--- config.mk ---
export PLATFORM = sky130hd
export DESIGN_NAME = pipe_stage_elastic
export DESIGN_NICKNAME = d
export VERILOG_FILES = /design/src/rtl/pipe_pkg.sv /design/src/rtl/pipe_sat_counter.sv /design/src/rtl/pipe_stage_elastic.sv
export SDC_FILE = /design/constraint.sdc
export NUM_CORES = 1
export LEC_CHECK = 0
export CAP_MARGIN = 10
export CORE_UTILIZATION = 49
export DETAILED_ROUTE_END_ITERATION = 12
export PLACE_DENSITY = 0.88
export SLEW_MARGIN = 30
export SYNTH_ARGS = -nofsm -noshare
export SYNTH_HDL_FRONTEND = slang
export SYNTH_SLANG_ARGS = --single-unit
--- constraint.sdc ---
create_clock -name clk -period 1.77 [get_ports clk]
set_input_delay 0.177 -clock clk [delete_from_list [all_inputs] [get_ports clk]]
set_output_delay 0.177 -clock clk [all_outputs]
set_load 0.005 [all_outputs]
--- src/rtl/pipe_pkg.sv ---
// rtl/pipe_pkg.sv - shared pipeline-stage types, EX->MEM bundle layout and pack helpers
package pipe_pkg;

  typedef enum logic [1:0] {
    ST_EMPTY = 2'd0,
    ST_ONE   = 2'd1,
    ST_FULL  = 2'd2
  } state_t;

  localparam int EXMEM_W   = 12;
  localparam int RD_LSB    = 0;
  localparam int RD_W      = 5;
  localparam int SE_BIT    = 5;
  localparam int L_BIT     = 6;
  localparam int RF_LE_BIT = 7;
  localparam int SIZE_LSB  = 8;
  localparam int SIZE_W    = 2;
  localparam int E_BIT     = 10;
  localparam int RW_BIT    = 11;

  // Field order here fixes the bit positions: rw is the MSB, rd the LSBs.
  typedef struct packed {
    logic                rw;
    logic                e;
    logic [SIZE_W-1:0]   size;
    logic                rf_le;
    logic                l;
    logic                se;
    logic [RD_W-1:0]     rd;
  } exmem_t;

  function automatic logic [EXMEM_W-1:0] exmem_pack(input exmem_t f);
    return f;
  endfunction

  function automatic exmem_t exmem_unpack(input logic [EXMEM_W-1:0] v);
    return v;
  endfunction

endpackage

--- src/rtl/pipe_sat_counter.sv ---
// rtl/pipe_sat_counter.sv - saturating event counter, cleared only by reset
module pipe_sat_counter #(
  parameter int CNT_W = 16
) (
  input  logic             clk,
  input  logic             reset,
  input  logic             inc,
  output logic [CNT_W-1:0] count
);

  logic [CNT_W-1:0] r_count;
  logic             w_at_max;

  assign w_at_max = (r_count == {CNT_W{1'b1}});

  always_ff @(posedge clk) begin
    if (reset) begin
      r_count <= '0;
    end else if (inc && !w_at_max) begin
      r_count <= r_count + CNT_W'(1);
    end
  end

  assign count = r_count;

endmodule

--- src/rtl/pipe_stage_elastic.sv ---
// rtl/pipe_stage_elastic.sv - elastic stage register with 2-entry skid, flush and stall counter
// in_ready and out_valid come straight from flops so no combinational path crosses the stage.
module pipe_stage_elastic
  import pipe_pkg::*;
#(
  parameter int                DATA_W    = EXMEM_W,
  parameter logic [DATA_W-1:0] RESET_VAL = '0,
  parameter int                CNT_W     = 16
) (
  input  logic              clk,
  input  logic              reset,
  input  logic              flush,
  input  logic              in_valid,
  output logic              in_ready,
  input  logic [DATA_W-1:0] in_data,
  output logic              out_valid,
  input  logic              out_ready,
  output logic [DATA_W-1:0] out_data,
  output logic [CNT_W-1:0]  stall_cnt
);

  state_t            r_state;
  logic [DATA_W-1:0] r_main;
  logic [DATA_W-1:0] r_skid;
  logic              r_out_valid;
  logic              r_in_ready;
  logic              w_stall;

  always_ff @(posedge clk) begin
    if (reset || flush) begin
      r_state     <= ST_EMPTY;
      r_main      <= RESET_VAL;
      r_skid      <= RESET_VAL;
      r_out_valid <= 1'b0;
      r_in_ready  <= 1'b1;
    end else begin
      case (r_state)
        ST_EMPTY: begin
          if (in_valid) begin
            r_state     <= ST_ONE;
            r_main      <= in_data;
            r_out_valid <= 1'b1;
          end
        end
        ST_ONE: begin
          if (in_valid && out_ready) begin
            r_main <= in_data;
          end else if (in_valid) begin
            // Downstream stalled: park the new bundle behind main.
            r_state    <= ST_FULL;
            r_skid     <= in_data;
            r_in_ready <= 1'b0;
          end else if (out_ready) begin
            r_state     <= ST_EMPTY;
            r_main      <= RESET_VAL;
            r_out_valid <= 1'b0;
          end
        end
        ST_FULL: begin
          if (out_ready) begin
            r_state    <= ST_ONE;
            r_main     <= r_skid;
            r_skid     <= RESET_VAL;
            r_in_ready <= 1'b1;
          end
        end
        default: begin
          r_state     <= ST_EMPTY;
          r_main      <= RESET_VAL;
          r_skid      <= RESET_VAL;
          r_out_valid <= 1'b0;
          r_in_ready  <= 1'b1;
        end
      endcase
    end
  end

  assign w_stall = r_out_valid && !out_ready;

  pipe_sat_counter #(
    .CNT_W (CNT_W)
  ) u_stall_cnt (
    .clk   (clk),
    .reset (reset),
    .inc   (w_stall),
    .count (stall_cnt)
  );

  assign in_ready  = r_in_ready;
  assign out_valid = r_out_valid;
  assign out_data  = r_main;

endmodule

==> metrics, run 1 <==
num ports=47; Final Critical Period=approximately 1.7 ns; Power Total=between 1.5 and 2 mW; Worst Setup Start Kind=flip-flop; syn nets=~240; Switching Fraction=0.219; WS Path Type=reg -> reg; worst-path maximum fanout=6; pre-CTS setup slack=-0.239 ns; Top delay family on crit path=simple AND/OR/NAND/NOR gates; CP max stage delay=0.50 ns; DRT iter0 DRCs=about 250; most frequent cells in the layout=clkdlybuf4s50_1, dfxtp_1, nor2_1; slowest CP cell=or4_1; worst slew pin tran=0.579 ns; PD cells=742 nW/µm²; CTS Sinks=44; most common cell after layout, fill and taps aside=clkdlybuf4s50_1; post-DP HPWL=about 3400 µm; Hold Vio Cnt, Final=0; Hold WS=approximately 0.5 ns; total gr overflow=0; Psw=436 µW; Die Wd=64.9 µm; initial antenna violation count=0; Core ar.=3720 µm²; largest net degree at the start of global routing=24; Yosys cell types=45; Slew Viols, Final=0; fmax=593 MHz; Synth Instances=~220; share of layout cells above drive strength 1=0.162; vias in the first global route=1631; DRC viols=0; Clk Tree Root Cell=clkbuf_8; Leakage=0.987 nW; Synth top area share=0.454; leading area contributor after synthesis=dfxtp_1; Clock Skew=roughly 0.0035 ns; combinational power share=0.087; height of the die=around 65 µm; post-DR wirelength/cell=approximately 15 µm; FF+latch count, synth=between 40 and 50; endpoints failing setup=0; clk buf depth=2; RSZ-0062 raised after global routing=no; DRT Wirelength=approximately 4800 µm; period utilization=0.953; Std-Cell Rows=22; GRT Overall Usage=0.246; slew margin rel.=0.614; ranking of synthesized cells by area=dfxtp_1, nor2_1, a222oi_1; Area Growth Syn to Fin=38.7%; H-tree depth=2; First-pass DRT Iterations=6; Clock Latency Late Sink=a little under 0.3 ns; Worst Hold Class=reg -> reg; Post-Syn Area=~1900 µm²; vias=between 1500 and 2000; maximum VDD drop=~0.55 mV; Buf/Inv on CP=0; TritonCTS Buffers=5; worst path cell trace=nand3_1, or2_2, or4_1, and3_1; ANT cells=0; sequential cell fraction of total power=0.509; Clock Power Share=0.404; post-route ant nets=0; RePlAce Congestion=0.841; CTS tree=done; max-cap viol count=0; vias per cell=~5.9; status=complete, no violations; Avg Cell Area, Syn=8.89 µm²; Seq/Total Area, Yosys=0.454; Final nets=around 300; Initial Util=0.522; setup ws final=around 0.083 ns; Ys Warns=0; Worst-path clk slew=0.08 ns; PortBufs=between 40 and 50; crit path DAT=1.88 ns; WP data required=around 2.0 ns; internal power=1.56 mW; first-pass GRT wire length=7960 µm; Die Area=~4200 µm²; CP endpoint kind=flip-flop
-- final timing paths --
check                                              to  slack [ns]            startpoint  cells after the start
worst min register to register   u_stall_cnt.count[1]        0.51  u_stall_cnt.count[1]                      2
worst max register to register  u_stall_cnt.count[15]        0.08  u_stall_cnt.count[2]                      4
worst max-delay path            u_stall_cnt.count[15]        0.08  u_stall_cnt.count[2]                      4
worst min-delay path             u_stall_cnt.count[1]        0.51  u_stall_cnt.count[1]                      2
-- sequential cells by signal (all words and copies together), names as in the netlist --
register,cells
out_data,12
r_skid,12
out_valid,1
r_state,2
in_ready,1
u_stall_cnt.count,16
-- synth_stat cells (all sizes together) --
| cell type | n |
|---|---|
| a211oi | 4 |
| a21boi | 1 |
| a21oi | 13 |
| a222oi | 12 |
| a22oi | 12 |
| a311oi | 2 |
| a31oi | 2 |
| a41o | 1 |
| a41oi | 1 |
| and3 | 4 |
| and3b | 1 |
| and4 | 1 |
| and4b | 2 |
| buf | 2 |
| clkbuf | 12 |
| dfxtp | 44 |
| ha | 1 |
| inv | 5 |
| mux2 | 5 |
| mux2i | 2 |
| nand2 | 4 |
| nand2b | 4 |
| nand3 | 5 |
| nand4 | 5 |
| nor2 | 43 |
| nor2b | 7 |
| nor3 | 3 |
| nor3b | 2 |
| nor4 | 1 |
| nor4b | 1 |
| o211ai | 1 |
| o21ai | 3 |
| o21bai | 1 |
| o22a | 1 |
| o22ai | 1 |
| o31a | 1 |
| o31ai | 1 |
| or2 | 4 |
| or3 | 1 |
| or4 | 2 |
-- layout make-up --
type | instances | area [µm²]
clock buffers | 6 | 82.6
clock inverters | 2 | 38.8
fillers | 277 | 1030
inverters | 5 | 18.8
multi-input cells | 155 | 997
flip-flops and latches | 44 | 881
well taps | 48 | 60.1
repair buffers | 66 | 611
-- stage by stage --
stage                     setup TNS [ns]   util  std cells  instance area (µm²)
after floorplan                        0      -        218                 1940
after detailed placement           -5.05  0.687        318                 2550
final                                  0  0.724        326                 2690
after global routing                   0  0.724        326                 2690
after global placement             -3.63  0.687        318                 2550
after CTS                              0  0.719        326                 2670
-- power by group through the flow --
| stage | sequential [mW] | clock [mW] | combinational [mW] |
|---|---|---|---|
| after CTS | 1.01 | 0.809 | 0.171 |
| after global placement | 1.04 | 0 | 0.167 |
| after global routing | 1.02 | 0.866 | 0.190 |
| after floorplan | 1.04 | 0 | 0.0825 |
| final | 1.02 | 0.806 | 0.175 |
| after detailed placement | 1.04 | 0 | 0.171 |
-- layer usage --
layer / vias to the layer above / GRT usage / routed length [µm]
li1: 928 / - / -
met1: 917 / 0.345 / 2230
met2: 68 / 0.378 / 2270
met3: 9 / 0.0387 / 255
met4: 0 / 0.0917 / 78
met5: - / 0 / 0
-- logic make-up (layout without fill, tap and decap cells) --
| kind of cell | Yosys count | in the layout | synth area share |
|---|---|---|---|
| DFF | 44 | 44 | 0.454 |
| adders and majority gates | 1 | 1 | 0.00645 |
| buffers and inverters | 19 | 79 | 0.0394 |
| muxes | 7 | 7 | 0.0394 |
| and+or+nand+nor | 90 | 90 | 0.242 |
| AOI/OAI and AO/OA | 57 | 57 | 0.218 |
-- what timing repair did --
item / 4_1_cts / 5_1_grt
resized for setup: 0 / 4
endpoints found under the setup margin: 0 / 12
hold buffers: 0 / 0
setup buffers: 0 / 0
-- worst reg2reg max path: cells and delay by family, from the launching register on --
family / cells / cell delay, ns
simple gates: 4 / 1.15
flops: 1 / 0.44
(Power assumes the default switching activity.)
==> run 2, diff against run 1 <==
GPL_ROUTABILITY_DRIVEN = 0   (was not set)
GPL_TIMING_DRIVEN = 0   (was not set)
==> metrics, run 2 (same netlist as run 1, synthesis figures left out) <==
clk buf depth=2; DRC viols=0; RSZ-0062 raised after global routing=no; share of layout cells above drive strength 1=0.138; CTS tree=done; DRT iter0 DRCs=between 200 and 250; Hold Vio Cnt, Final=0; hold path cells=2; CP endpoint kind=flip-flop; Layout fillers=298; Die Area=4210 µm²; Slew Viols, Final=0; status=complete, no violations; hold path start=r_skid[6]; Placement Cell Area=around 2500 µm²; first-pass GRT wire length=roughly 7600 µm; Finished Layout Cells=approximately 320; FF-to-FF Start=u_stall_cnt.count[1]; H-tree depth=2; CTS Hold Buffers Added=0; PD cells=between 700 and 800 nW/µm²; total gr overflow=0; Clock Latency Late Sink=around 0.29 ns; most common cell after layout, fill and taps aside=clkdlybuf4s50_1; Buf/Inv on CP=0; crit path DAT=1.91 ns; vias in the first global route=roughly 1700; Worst Hold Class=reg -> reg; period utilization=0.976; Area Growth Syn to Fin=33.8%; Clk Tree Root Cell=clkbuf_8; maximum VDD drop=0.502 mV; Post-Place Cells=312; worst slew pin tran=approximately 0.5 ns; Hold Path End=out_data[6]; FF-to-FF End=u_stall_cnt.count[6]; vias per cell=around 6; ANT cells=0; PortBufs=46; CP max stage delay=approximately 0.42 ns; post-route ant nets=0; largest net degree at the start of global routing=16; vias=1884; TritonCTS Buffers=5; post-DR wirelength/cell=roughly 15 µm; Top delay family on crit path=simple AND/OR/NAND/NOR gates; R2R depth=5; max reg flops=16; height of the die=between 60 and 70 µm; Final Critical Period=approximately 1.7 ns; fmax=579 MHz; Std-Cell Rows=22; Worst-path clk slew=0.09 ns; post-DP HPWL=slightly above 3000 µm; WP data required=approximately 2.0 ns; Die Wd=about 65 µm; First-pass DRT Iterations=6; worst path cell trace=ha_2, and4b_2, nand4_1, a21oi_1, mux2_2; Initial Util=0.522; num ports=47; DRT Wirelength=around 4700 µm; post-route cell area=~2600 µm²; endpoints failing setup=0; slew margin rel.=0.671; initial antenna violation count=0; beginning of the critical path=u_stall_cnt.count[1]; max-cap viol count=0; Core ar.=around 3700 µm²; Final nets=between 200 and 300; Leakage=0.910 nW; GRT Overall Usage=0.231; slowest CP cell=dfxtp_1; most frequent cells in the layout=clkdlybuf4s50_1, nor2_1, dfxtp_1; worst-path maximum fanout=7; CTS Sinks=44; Worst Setup Start Kind=flip-flop; WS Path Type=reg -> reg; Clock Skew=0.00798 ns; FF-to-FF setup slack=roughly 0.042 ns
[run 2: cell count changes in the layout (fill, tap and decap cells not counted), moves of 2 or more]
| cell | delta |
|---|---|
| buf_4 | -18 |
| clkbuf_1 | +6 |
| clkbuf_2 | +2 |
| dfxtp_1 | -9 |
| dfxtp_2 | +9 |
[run 2: per-layer routing]
metal	vias to the layer above	part of all wire	global-route usage
met1	906	0.48	0.317
li1	913	-	-
met4	0	0.0038	0.0528
met5	-	0	0
met2	63	0.48	0.365
met3	2	0.045	0.0546
[run 2: worst reg2reg max path, stage by stage, from the launching register on]
cell	delay, ns
dfxtp_1	0.42
ha_2	0.25
and4b_2	0.34
nand4_1	0.12
a21oi_1	0.15
mux2_2	0.35
[run 2: how the worst max path moves through the flow]
stage	endpoint	cells after the start
finish	u_stall_cnt.count[6]	5
global placement	out_data[10]	7
global route	out_data[7]	5
detailed placement	out_data[7]	7
floorplan	u_stall_cnt.count[15]	5
CTS	u_stall_cnt.count[15]	4
[run 2: area by class of cell]
cell class / count / area (µm²) / area share
buffer: 10 / 47.5 / 0.0183
multi-input combinational: 155 / 998 / 0.385
inverter: 5 / 18.8 / 0.00724
sequential: 44 / 892 / 0.344
timing repair buffer: 46 / 460 / 0.178
tap: 48 / 60.1 / 0.0232
clock inverter: 3 / 47.5 / 0.0183
clock buffer: 5 / 68.8 / 0.0265
[run 2: power breakdown]
part / internal (mW) / switching [mW] / total, mW
Clock: 0.425 / 0.358 / 0.783
Sequential: 1.00 / 0.0115 / 1.02
Combinational: 0.0924 / 0.0816 / 0.174
Total: 1.52 / 0.451 / 1.97
[run 2: through the flow]
| step | total power, mW | setup TNS (ns) | hold WS [ns] | util | setup WS, ns |
|---|---|---|---|---|---|
| 6_report | 1.97 | 0 | 0.507 | 0.698 | 0.0423 |
| 2_1_floorplan | 1.12 | 0 | 0.338 | - | 0.128 |
| 3_3_place_gp | 1.20 | -7.87 | 0.476 | 0.662 | -0.330 |
| 5_1_grt | 2.05 | 0 | 0.530 | 0.698 | 0.00208 |
| 3_5_place_dp | 1.20 | -8.49 | 0.488 | 0.662 | -0.357 |
| 4_1_cts | 1.97 | 0 | 0.511 | 0.692 | 0.00696 |
[run 2: repair_timing]
action	in CTS	in global routing
setup buffers	0	0
pin swaps	1	2
setup endpoints to repair	20	19
gates resized for setup	3	17
==> run 3, diff against run 2 <==
RECOVER_POWER = 25   (was not set)
clock period = 1.61 ns   (was 1.77 ns; I/O delays follow)
==> metrics, run 3 (same netlist as run 1, synthesis figures left out) <==
RSZ-0062 raised after global routing=yes; beginning of the critical path=u_stall_cnt.count[11]; period utilization=1.02; Std-Cell Rows=22; height of the die=~65 µm; Power Total=between 2 and 2.5 mW; Hold WS=about 0.36 ns; status=finished with violations; Final Critical Period=~1.6 ns; Die Wd=64.9 µm; WP data required=around 1.8 ns; Util after Layout=0.732; most frequent cells in the layout=nor2_1, clkdlybuf4s50_1, dfxtp_1; slew margin rel.=0.679; WS Path Type=reg -> reg; post-DR wirelength/cell=approximately 16 µm; Hold Path End=r_state[1]; vias in the first global route=about 1800; hold path start=out_ready; crit path DAT=1.83 ns; post-route cell area=approximately 2700 µm²; Placement Cell Area=about 2500 µm²; CTS tree=done; Area Growth Syn to Fin=40.3%; DRT iter0 DRCs=180; post-DP HPWL=around 3200 µm; Worst-path clk slew=0.09 ns; Slew Viols, Final=0; DRC viols=0; fmax=slightly above 600 MHz; Worst Setup Start Kind=flip-flop; first-pass GRT wire length=approximately 8000 µm; Leakage=approximately 1.0 nW; most common cell after layout, fill and taps aside=nor2_1; First-pass DRT Iterations=6; Clock Skew=0.00918 ns; R2R depth=4; post-route ant nets=0; PD cells=roughly 790 nW/µm²; CTS Sinks=between 40 and 50; Final nets=291; max-cap viol count=0; vias per cell=about 6; Die Area=4210 µm²; failing checks=negative setup slack; Post-Place Cells=roughly 310; worst slew pin tran=between 0.4 and 0.5 ns; largest net degree at the start of global routing=16; FF-to-FF setup slack=-0.03 ns; num ports=47; FF-to-FF End=u_stall_cnt.count[9]; Worst Hold Class=in -> reg; worst-path maximum fanout=7; FF-to-FF Start=u_stall_cnt.count[11]; max reg flops=16; CP endpoint kind=flip-flop; ANT cells=0; Core ar.=between 3000 and 4000 µm²; Finished Layout Cells=322; hold path cells=5; H-tree depth=2; setup ws final=-0.0315 ns; Clk Tree Root Cell=clkbuf_8; DRT Wirelength=approximately 5000 µm; maximum VDD drop=between 0.8 and 0.9 mV; GRT Overall Usage=0.248; vias=roughly 2000; PortBufs=46; TritonCTS Buffers=5; total gr overflow=0; Clock Latency Late Sink=0.30 ns; clk buf depth=2; endpoints failing setup=1; Initial Util=0.522; initial antenna violation count=0; share of layout cells above drive strength 1=0.201; Hold Vio Cnt, Final=0
==> run 3: cell count changes in the layout (fill, tap and decap cells not counted), moves of 2 or more <==
cell | previous run | this run
clkdlybuf4s50_1 | 46 | 31
dlygate4sd3_1 | 0 | 14
dfxtp_4 | 0 | 11
dfxtp_1 | 35 | 27
buf_4 | 2 | 5
dfxtp_2 | 9 | 6
buf_6 | 0 | 2
clkbuf_1 | 6 | 4
clkbuf_2 | 2 | 4
clkinv_4 | 2 | 0
==> run 3: worst max-delay path by stage <==
stage	endpoint	slack (ns)
final	u_stall_cnt.count[9]	-0.03
after global routing	u_stall_cnt.count[9]	-0.13
after CTS	u_stall_cnt.count[15]	-0.003
after detailed placement	out_data[4]	-0.48
after global placement	out_data[6]	-0.47
after floorplan	u_stall_cnt.count[15]	-0.01
==> run 3: stage by stage <==
step | setup slack, ns | setup TNS, ns
after floorplan | -0.0120 | -0.0120
after global placement | -0.467 | -12.69
after detailed placement | -0.480 | -12.94
after CTS | -0.00307 | -0.00307
after global routing | -0.131 | -0.320
final | -0.0315 | -0.0315
==> run 3: layout make-up <==
class	count	area [µm²]
timing repair buffer	50	493
clock buffer	5	68.8
sequential	44	930
inverter	5	18.8
multi-input combinational	155	1030
tap	48	60.1
buffer	12	72.6
clock inverter	3	46.3
fill	270	996
==> run 3: power breakdown <==
group,total (mW),internal (mW),leakage (nW),switching [mW]
Clock,0.869,0.467,0.0548,0.401
Combinational,0.194,0.103,0.574,0.0910
Sequential,1.10,1.09,0.368,0.0126
==> run 3: what timing repair did <==
item | in CTS | in global routing
setup endpoints to repair | 30 | 32
hold buffers | 0 | 0
gates resized for setup | 22 | 31
hold endpoints to repair | 0 | 0
setup buffers | 0 | 4
pin swaps | 6 | 8
==> run 3: worst max-delay path: stages, from the launching register on <==
cell	delay [ns]
dfxtp_2	0.39
nand4_1	0.28
nor3_1	0.39
nor4_1	0.12
a211oi_1	0.34
==> run 3: routing by layer <==
metal | wire, µm | global-route usage
met1 | 2180 | 0.303
met2 | 2480 | 0.397
met3 | 332 | 0.0599
met4 | 118 | 0.133
met5 | 0 | 0
